## src/rtl/online_adder_serial.sv

```systemverilog
// Digit-serial MSD-first online adder/subtractor for signed-digit operands.
// NCH independent lanes share one valid/ready handshake and frame markers.
// Online delay of 2: result position -1 appears once digit 1 is accepted.
//
// state  | meaning
// IDLE   | waiting for a digit flagged in_first
// FILL   | digit 0 held, next digit produces position -1
// STREAM | one result digit per accepted input digit
// FLUSH1 | input closed, emit position N-2 using carry-in 0
// FLUSH2 | emit final position N-1, mark out_last
module online_adder_serial #(
  parameter int NCH = 1
) (
  input  logic             clk,
  input  logic             rst_n,
  input  logic             in_valid,
  output logic             in_ready,
  input  logic             in_first,
  input  logic             in_last,
  input  logic             in_sub,
  input  logic [2*NCH-1:0] in_x,
  input  logic [2*NCH-1:0] in_y,
  output logic             out_valid,
  input  logic             out_ready,
  output logic             out_first,
  output logic             out_last,
  output logic [2*NCH-1:0] out_z,
  output logic             restart_err
);

  typedef enum logic [2:0] {IDLE, FILL, STREAM, FLUSH1, FLUSH2} state_t;

  state_t           state;
  logic             sub_q;
  logic             single;
  logic [NCH-1:0]   s1_prev;
  logic [NCH-1:0]   yn_prev;
  logic [NCH-1:0]   pend_p;

  logic             acc;
  logic             out_free;
  logic             eff_sub;
  logic             cin;
  logic [NCH-1:0]   yp_e;
  logic [NCH-1:0]   yn_e;
  logic [NCH-1:0]   c_new;
  logic [NCH-1:0]   s1_new;
  logic [NCH-1:0]   cc;
  logic [NCH-1:0]   s2;
  logic [2*NCH-1:0] emit_z;
  logic [2*NCH-1:0] last_z;

  assign out_free = !out_valid || out_ready;
  assign in_ready = rst_n && (state != FLUSH1) && (state != FLUSH2) && out_free;
  assign acc      = in_valid && in_ready;
  // The subtract flag of a new frame applies to its own digit 0 already.
  assign eff_sub  = (acc && in_first) ? in_sub : sub_q;

  // Per-lane two-level carry-save addition; lanes never share carries.
  always_comb begin
    yp_e   = '0;
    yn_e   = '0;
    c_new  = '0;
    s1_new = '0;
    cc     = '0;
    s2     = '0;
    emit_z = '0;
    last_z = '0;
    cin    = 1'b0;
    for (int k = 0; k < NCH; k++) begin
      yp_e[k] = eff_sub ? in_y[2*k]   : in_y[2*k+1];
      yn_e[k] = eff_sub ? in_y[2*k+1] : in_y[2*k];
      {c_new[k], s1_new[k]} = {1'b0, in_x[2*k+1]} + {1'b0, ~in_x[2*k]} + {1'b0, yp_e[k]};
      cin = (state == FLUSH1) ? 1'b0 : c_new[k];
      {cc[k], s2[k]} = {1'b0, s1_prev[k]} + {1'b0, ~yn_prev[k]} + {1'b0, cin};
      emit_z[2*k+1] = pend_p[k];
      emit_z[2*k]   = ~cc[k];
      last_z[2*k+1] = pend_p[k];
      last_z[2*k]   = 1'b0;
    end
  end

  // Sequencing FSM with registered output stage and per-lane state.
  always_ff @(posedge clk or negedge rst_n) begin
    if (!rst_n) begin
      state       <= IDLE;
      sub_q       <= 1'b0;
      single      <= 1'b0;
      s1_prev     <= '0;
      yn_prev     <= '0;
      pend_p      <= '0;
      out_valid   <= 1'b0;
      out_first   <= 1'b0;
      out_last    <= 1'b0;
      out_z       <= '0;
      restart_err <= 1'b0;
    end else begin
      restart_err <= 1'b0;
      if (out_valid && out_ready) out_valid <= 1'b0;
      case (state)
        IDLE: begin
          // Digits arriving without in_first are accepted and dropped.
          if (acc && in_first) begin
            sub_q   <= in_sub;
            single  <= in_last;
            pend_p  <= c_new;
            s1_prev <= s1_new;
            yn_prev <= yn_e;
            state   <= in_last ? FLUSH1 : FILL;
          end
        end
        FILL, STREAM: begin
          if (acc) begin
            if (in_first) begin
              // Abandon the running frame; this digit becomes a new digit 0.
              restart_err <= 1'b1;
              sub_q       <= in_sub;
              single      <= in_last;
              pend_p      <= c_new;
              s1_prev     <= s1_new;
              yn_prev     <= yn_e;
              state       <= in_last ? FLUSH1 : FILL;
            end else begin
              out_valid <= 1'b1;
              out_first <= (state == FILL);
              out_last  <= 1'b0;
              out_z     <= emit_z;
              pend_p    <= s2;
              s1_prev   <= s1_new;
              yn_prev   <= yn_e;
              state     <= in_last ? FLUSH1 : STREAM;
            end
          end
        end
        FLUSH1: begin
          if (out_free) begin
            out_valid <= 1'b1;
            out_first <= single;
            out_last  <= 1'b0;
            out_z     <= emit_z;
            pend_p    <= s2;
            state     <= FLUSH2;
          end
        end
        FLUSH2: begin
          if (out_free) begin
            out_valid <= 1'b1;
            out_first <= 1'b0;
            out_last  <= 1'b1;
            out_z     <= last_z;
            state     <= IDLE;
          end
        end
        default: state <= IDLE;
      endcase
    end
  end

endmodule
```

## config.mk

```make
export PLATFORM = sky130hd
export DESIGN_NAME = online_adder_serial
export DESIGN_NICKNAME = d
export VERILOG_FILES = /design/src/rtl/online_adder_serial.sv
export SDC_FILE = /design/constraint.sdc
export NUM_CORES = 1
export LEC_CHECK = 0
export CAP_MARGIN = 30
export CORE_ASPECT_RATIO = 1.2
export CORE_MARGIN = 2
export CORE_UTILIZATION = 54
export DETAILED_ROUTE_END_ITERATION = 8
export PLACE_DENSITY = 0.83
export SLEW_MARGIN = 20
export SYNTH_ARGS = -nofsm -noshare
export SYNTH_HDL_FRONTEND = slang
export SYNTH_SLANG_ARGS = --single-unit
```

## constraint.sdc

```tcl
create_clock -name clk -period 4.1 [get_ports clk]
set_input_delay 0.82 -clock clk [delete_from_list [all_inputs] [get_ports clk]]
set_output_delay 0.82 -clock clk [all_outputs]
set_load 0.01 [all_outputs]
```

== After elaboration in Yosys (flattened, before gate mapping) ==
Cells that the tools add are included.
W data, S select, Z words.

* Output and inout port bits: 7
* Bits in registers: 14
* Logic and storage cells: 102

* Mux-type cells: 52
* Add/subtract/negate cells: 4
* Reductions and logical operators: 20
* Bitwise operators: 3
* Equal/unequal tests: 12

{| class="wikitable"
|+ Operator list
! operator !! number
|-
| $mux W1 || 32
|-
| $mux W2 || 6
|-
| $mux W3 || 4
|-
| $ne A2 B2 Y1 const B || 6
|-
| $pmux W3 S4 || 1
|-
| $reduce_and A4 Y1 || 3
|-
| $pmux W1 S2 || 5
|-
| $pmux W1 S3 || 3
|-
| $eq A3 B2 Y1 const B || 2
|-
| $logic_and A1 B1 Y1 || 6
|-
| $pmux W2 S3 || 1
|-
| $reduce_and A3 Y1 || 2
|-
| $reduce_bool A3 Y1 || 2
|-
| $reduce_and A5 Y1 || 1
|-
| $add A1 B1 Y2 || 2
|-
| $add A2 B1 Y2 || 2
|-
| $reduce_or A2 Y1 || 2
|-
| $eq A3 B1 Y1 const B || 1
|-
| $eq A3 B3 Y1 const B || 1
|-
| $logic_not A3 Y1 || 1
|-
| $ne A3 B2 Y1 const B || 1
|-
| $ne A3 B3 Y1 const B || 1
|-
| $not A1 Y1 || 3
|-
| $reduce_bool A2 Y1 || 1
|-
| 2 further kinds || 2
|}

== Longest topological paths before layout ==
Gate-level depths: netlist of the first run.

* Word-level depth: 15
* Gate-level depth with buffers: 12

== Worst setup path after synthesis of the first run ==
No wires, ideal clock.

* Kind: input -> register
* Start point: input port out_ready
* End point: register pend_p
* Arrival time: 3.062 ns
* Path slack: 0.914 ns
* Cell stages on the path: 12
* Data required time: 3.975 ns
* Buffers on the path: 1
* Cell sequence: nand2b_1 clkbuf_1 a41oi_2 a21oi_2 nand2_1 mux2i_1 fa_1 nor2_1 fa_1 nor3_1 a21oi_1 mux2_2

* Word-level cells in the longest chain between the ends: 12
* Elaborated cells between the ends (all ways): 18
* Those cells by class: add/sub (2); eq/ne (3); mux (8); reduce/logical (5)

{| class="wikitable"
|+ Ends and longest elaborated chain
! what !! line !! source
|-
| from (decl) || 24 || <nowiki>input logic out_ready,</nowiki>
|-
| $logic_or A1 B1 Y1 (*) || 53 || <nowiki>assign out_free = !out_valid || out_ready;</nowiki>
|-
| $logic_and A1 B1 Y1 || 54 || <nowiki>assign in_ready = rst_n && (state != FLUSH1) && (state != FLUSH2) && out_free;</nowiki>
|-
| $logic_and A1 B1 Y1 || 55 || <nowiki>assign acc = in_valid && in_ready;</nowiki>
|-
| $logic_and A1 B1 Y1 || 57, 103 ||
|-
| $mux W1 || n/a ||
|-
| $mux W1 || 71 || <nowiki>yp_e[k] = eff_sub ? in_y[2*k] : in_y[2*k+1];</nowiki>
|-
| $add A2 B1 Y2 || 73 || <nowiki>{c_new[k], s1_new[k]} = {1'b0, in_x[2*k+1]} + {1'b0, ~in_x[2*k]} + {1'b0, yp_e[k]};</nowiki>
|-
| $mux W1 || 74 || <nowiki>cin = (state == FLUSH1) ? 1'b0 : c_new[k];</nowiki>
|-
| $add A2 B1 Y2 || 75 || <nowiki>{cc[k], s2[k]} = {1'b0, s1_prev[k]} + {1'b0, ~yn_prev[k]} + {1'b0, cin};</nowiki>
|-
| $mux W1 || 114 || <nowiki>if (in_first) begin</nowiki>
|-
| $mux W1 || 113 || <nowiki>if (acc) begin</nowiki>
|-
| $pmux W1 S3 || 100 || <nowiki>case (state)</nowiki>
|-
| to (signal assigned) || 106 || <nowiki>pend_p <= c_new;</nowiki>
|-
| to (signal assigned) || 119 || <nowiki>pend_p <= c_new;</nowiki>
|-
| to (decl) || 38 || <nowiki>logic [NCH-1:0] pend_p;</nowiki>
|}

Mark *: on every way between the ends. The rest lies on a longest branch, timed or not. The select of a mux whose other input is x is not followed.
A chain may end at the register's enable or synchronous reset.

== Final worst setup path of the first run ==
Same ends and word-level chain as after synthesis.

==> results.cfg, run 1 <==
[outcome]
status = complete, no violations

[cts]
cts_hold_buf = 0
cts_root_buf = clkbuf_4
clk_latency_ps = 280
cts_tree = yes
clockBufferDepth = 2
cts_setup_buffers = 0
cts.sink_count = 14
path_clk_slew_ps = 70
cts_made_buffers = 3
htree_levels = 1
ctsResizeCount = 0

[route]
drt_iter0_drc = 12
dr.pass1.iters = 4
routed_wl_mm = 1.92
wl_per_cell_um = 14.4
drcViolationCount = 0
vias_per_cell = 5.83
drtAntennaViolNets = 0
route.vias.total = 776

[global_routing]
grt_pass1_wl_mm = 3.35
grt_max_degree = 16
grt_usage_pct = 21.4
grt_overflow = 0
grt_busiest_layer = met2
met2_usage_pct = 35.9
grt_pass1_vias = 773
met3_usage_pct = 4.81
use_met1_pct = 27.0
antenna_found_initial = 0

[critical_path]
cp_num_buf_inv = 1
start_kind = input pin
worstSetupEndpointType = flip-flop
critical_path.max_stage_delay_ps = 420
crit_slowest_cell = fa_1
worst-setup-path-type = input pin to flip-flop
required_ps = 4270
worstPathArrival_ps = 3640
crit_fanout = 4
path_cells = clkdlybuf4s50_1 > nor2b_1 > nor4_1 > o21ai_0 > nand2_1 > mux2i_1 > fa_1 > nor2_1 > fa_1 > nor3_1 > a21oi_1 > mux2_2
critPathTopFamily = simple AND/OR/NAND/NOR gates
crit_top_cell = fa_1

[synth]
synthAdderAreaFrac_pct = 6.75
muxShareOfSynthArea_pct = 8.54
synthCells = 96
synth_xor_area_share_pct = 0.964
avgSynthCellArea_um2 = 9.46
yosysUniqueCellTypes = 38
async_flop_share_pct = 100
yosysWarnings = 0
ys_seq_area_share_pct = 38.6
synth_nets = 109
synth_seq_cells = 14
synth_edf_count = 0
synth_top_area_cell = dfrtp_1
synth_top_family_by_area = compound AO/OA/AOI/OAI gates
yosys.area_share.simple_pct = 17.1
synthFlopType = dfrtp_1
synth_top_cells_by_area = dfrtp_1 (39%), mux2_2 (7.4%), a21oi_1 (4.4%), fa_1 (4.4%), nor2_1 (4.1%)
syn_area_um2 = 908
synth_compound_area_share_pct = 22.0
synth_top_area_share_pct = 38.6

[die]
coreArea_mm2 = 0.00160
pin_count = 18
num_rows = 16
die_h_um = 48.9
dieArea_mm2 = 0.00203
start_util_pct = 56.7
dieWidth_um = 41.4

[timing]
hold_viol = 0
finClkSkew_ps = 3.33
rsz0062_at_grt = false
fmax_ghz = 0.288
worstMarginPinSlew_ps = 454
finalMaxSlewViolations = 0
fin_crit_ps = 3470
post-route-period-util_pct = 84.7
setup_tns_ps = 0
slew_headroom_pct = 69.7
setup_viol = 0

[final_layout]
antenna_cells = 0
syn_to_final_growth_pct = 23.4
drive_gt1_share_pct = 18.3
final_core_util_pct = 70.0
nets = 130

[power]
power_density_mw_per_mm2 = 695
p_leak_nw = 0.495
peakVddDrop_mv = 0.446

[worst_hold_path]
hp-class = flip-flop to flip-flop

[flow_run]
max_cap_violations = 0

[placement]
dp_hpwl_mm = 1.51
place.gp.congestion = 0.940
numPortBuffers = 17
[cell usage in the layout (no fill, tap or decap)]
cell type and n:
a41oi_2 1, o211a_1 2, or3b_4 1, or2_2 1, a21oi_2 1, a22o_1 1
a21oi_1 8, nand4_1 1, a31oi_1 1, maj3_2 1, buf_4 4, nor3_1 4
nand3_1 2, and3_1 1, xor2_1 1, fa_1 2, nand2b_1 1, nand2_1 6
o211ai_1 2, clkdlybuf4s50_1 17, maj3_1 1, inv_1 6, nor2b_1 1, dfrtp_1 14
a31oi_2 1, nor4_1 1, and3b_2 1, and2_1 1, nor2_1 10, a22oi_1 1
clkbuf_4 3, o21ai_0 6, a21bo_1 1, o22ai_1 2, mux2i_1 1, a22oi_2 1
mux2_2 6
[synth_stat cells, drive strengths merged, types with 2 or more instances]
cell type,number
dfrtp,14
nor2,10
a21oi,9
inv,6
mux2,6
nand2,6
o21ai,6
buf,4
nor3,4
a22oi,2
a31oi,2
fa,2
maj3,2
nand3,2
o211a,2
o211ai,2
o22ai,2
[worst reg2reg max path, cell delays in order, from the launching register on]
cell and delay [ps]:
dfrtp_1 550, or3b_4 470, a41oi_2 220, a21oi_2 60, nand2_1 100, mux2i_1 100
fa_1 390, nor2_1 140, fa_1 420, nor3_1 190, a21oi_1 60, mux2_2 260
[registers in the layout (all words and copies together) (netlist names)]
register     flops
out_first        1
out_last         1
out_valid        1
out_z            2
pend_p           1
restart_err      1
s1_prev          1
single           1
state            3
sub_q            1
yn_prev          1
[area by class of cell]
type / instances / area (um^2)
clock buffers: 3 / 22.5
fillers: 126 / 480
inverters: 6 / 22.5
multi-input cells: 71 / 503
flip-flops and latches: 14 / 350
well taps: 18 / 22.5
repair buffers: 21 / 200
[cell families after synthesis]
group,count (synthesis)
xor+xnor,1
mux,7
simple gates,31
fa+ha+maj,4
compound gates,28
buf+inv,11
flops,14
[through the flow]
stage	setup slack (ps)	std cells	hold slack [ps]	instance area, um^2	total power [W]
after detailed placement	330	130	483	1100	0.000703
after floorplan	914	96	477	908	0.000584
after global routing	489	133	530	1120	0.000849
after CTS	628	133	508	1120	0.000778
final	629	133	509	1120	0.000779
after global placement	448	130	487	1100	0.000688
[report_power, final]
part           switching, W  internal [W]  leakage [nW]
Sequential        0.0000781      0.000201         0.170
Clock             0.0000411     0.0000341        0.0138
Combinational      0.000205      0.000219         0.312
[final timing paths]
kind                            slack [ps]                     to            startpoint  cells after the start
worst max-delay path                   630     pend_p$_DFFE_PN0P_             out_ready                     12
worst min-delay path                   510   out_last$_DFFE_PN0P_  out_last$_DFFE_PN0P_                      1
worst max register to register        1020     pend_p$_DFFE_PN0P_  state[0]$_DFFE_PN0P_                     11
worst min register to register         510   out_last$_DFFE_PN0P_  out_last$_DFFE_PN0P_                      1
max in group asynchronous             3050   out_last$_DFFE_PN0P_                 rst_n                      2
min in group asynchronous              900  restart_err$_DFF_PN0_                 rst_n                      2
[metal layers]
layer	routed length, um	part of all wire (%)
met2	990	52
met1	817	43
met5	0	0
met3	86	4.5
met4	24	1.3
No activity file was read; power rests on OpenSTA's default activity.
==> run 2, diff against run 1 <==
Settings changed: CORE_UTILIZATION 54 to 45, PLACE_DENSITY 0.83 to 0.74.
Clock period 4.1 ns to 3.1 ns, I/O delays scaled along.
==> results.cfg, run 2 (synthesis gave the netlist of run 1 again) <==
[outcome]
status = complete, no violations

[worst_hold_path]
hp-class = input pin to asynchronous set/reset pin

[route]
wl_per_cell_um = 15.3
met2_length_mm = 1.13
drcViolationCount = 0
route.vias.total = 852
drtAntennaViolNets = 0
dr.pass1.iters = 4
met3_length_um = 112
wirelength_met1_um = 914
vias_per_cell = 5.92
drt_iter0_drc = 20
dr.max_layer_used = met4
routed_wl_mm = 2.20

[cts]
cts_root_buf = clkbuf_4
clk_latency_ps = 290
clockBufferDepth = 2
cts_made_buffers = 3
cts.sink_count = 14
path_clk_slew_ps = 90
cts_hold_buf = 0
htree_levels = 1
cts_tree = yes

[critical_path]
startpoint = out_ready
start_kind = input pin
r2r-end = pend_p$_DFFE_PN0P_
worstSetupEndpointType = flip-flop
reg2reg_depth = 11
worstPathArrival_ps = 3190
worst-setup-path-type = input pin to flip-flop
crit_fanout = 2
reg2reg_slack_ps = 280
required_ps = 3270
r2r-start = state[1]$_DFFE_PN0P_

[final_layout]
final_cell_mix = clkdlybuf4s50_1 (15), dfrtp_1 (14), buf_4 (14)
largest_reg_flops = 3
nets = 140
syn_to_final_growth_pct = 35.7
top_regs = state x3, out_z x2
finalInstanceArea_mm2 = 0.00123
drive_gt1_share_pct = 31.2
top_register = state
antenna_cells = 0
final_core_util_pct = 65.8
final_common_cell = clkdlybuf4s50_1
fill_cells = 155

[die]
dieWidth_um = 45.0
die_h_um = 53.2
start_util_pct = 48.5
dieArea_mm2 = 0.00240
num_rows = 17
pin_count = 18
coreArea_mm2 = 0.00187

[timing]
fin_crit_ps = 3010
finClkSkew_ps = 3.89
setup_viol = 0
post-route-period-util_pct = 97.3
hold_viol = 0
worstMarginPinSlew_ps = 364
fmax_ghz = 0.332
slew_headroom_pct = 75.6
finalMaxSlewViolations = 0

[global_routing]
grt_pass1_wl_mm = 3.61
grt_pass1_vias = 833
grt_overflow = 0
grt_max_degree = 15
antenna_found_initial = 0
grt_usage_pct = 21.0

[power]
p_leak_nw = 0.566
peakVddDrop_mv = 0.495
power_density_mw_per_mm2 = 916

[placement]
place.gp.congestion = 0.944
dp_hpwl_mm = 1.64
numPortBuffers = 17
placed_area_mm2 = 0.00117

[flow_run]
max_cap_violations = 0
[run 2: what timing repair did]
action / in CTS / in global routing
buffers inserted: 0 / 1
resized for setup: 3 / 8
setup endpoints to repair: 1 / 1
[run 2: worst max path at each step]
stage,endpoint,cells after the start,slack (ps)
after floorplan,pend_p$_DFFE_PN0P_,12,110
after global placement,pend_p$_DFFE_PN0P_,12,-260
after detailed placement,pend_p$_DFFE_PN0P_,12,-330
after CTS,pend_p$_DFFE_PN0P_,12,30
after global routing,pend_p$_DFFE_PN0P_,12,-40
final,pend_p$_DFFE_PN0P_,12,90
[run 2: area by class of cell]
type | instances | area (um^2) | area share [%]
Clock buffer | 3 | 22.5 | 1.83
Inverter | 6 | 22.5 | 1.83
Multi-Input combinational cell | 71 | 537 | 43.6
Sequential cell | 14 | 350 | 28.4
Tap cell | 19 | 23.8 | 1.93
Timing Repair Buffer | 31 | 277 | 22.4
[run 2: per-stage QoR]
step | instances | setup TNS [ps] | power [W] | hold WS (ps) | setup WS, ps
floorplan | 96 | 0 | 0.000772 | 324 | 114
global placement | 140 | -256 | 0.000973 | 491 | -256
detailed placement | 140 | -329 | 0.000992 | 497 | -329
CTS | 143 | 0 | 0.00110 | 454 | 31.3
global route | 144 | -41.1 | 0.00122 | 497 | -41.1
finish | 144 | 0 | 0.00113 | 456 | 85.0
[run 2: power breakdown]
part	internal, W	switching (W)	leakage (nW)
logic	0.000351	0.000354	0.382
registers	0.000267	0.0000506	0.170
clock network	0.0000452	0.0000612	0.0138
total	0.000663	0.000466	0.566
[run 2: routing by layer]
metal / vias to the layer above / global-route usage (%)
met3: 7 / 2.39
met2: 27 / 33.8
met5: - / 0
met1: 414 / 27.5
met4: 0 / 10.3
li1: 404 / -
[run 2: worst max-delay path, stage by stage]
cell             delay (ps)
clkdlybuf4s50_1         500
nand2b_4                150
a41oi_2                 130
a21oi_2                 160
nand2_1                  90
mux2i_1                 150
fa_2                    360
nor2_2                  130
fa_1                    420
nor3_1                  180
a21oi_1                  50
mux2_2                  260
==> run 3, diff against run 2 <==
Settings changed: GPL_ROUTABILITY_DRIVEN set to 0, TNS_END_PERCENT set to 1.
==> results of run 3 <==
Final layout, timing and power as in run 2 (identical DEF).
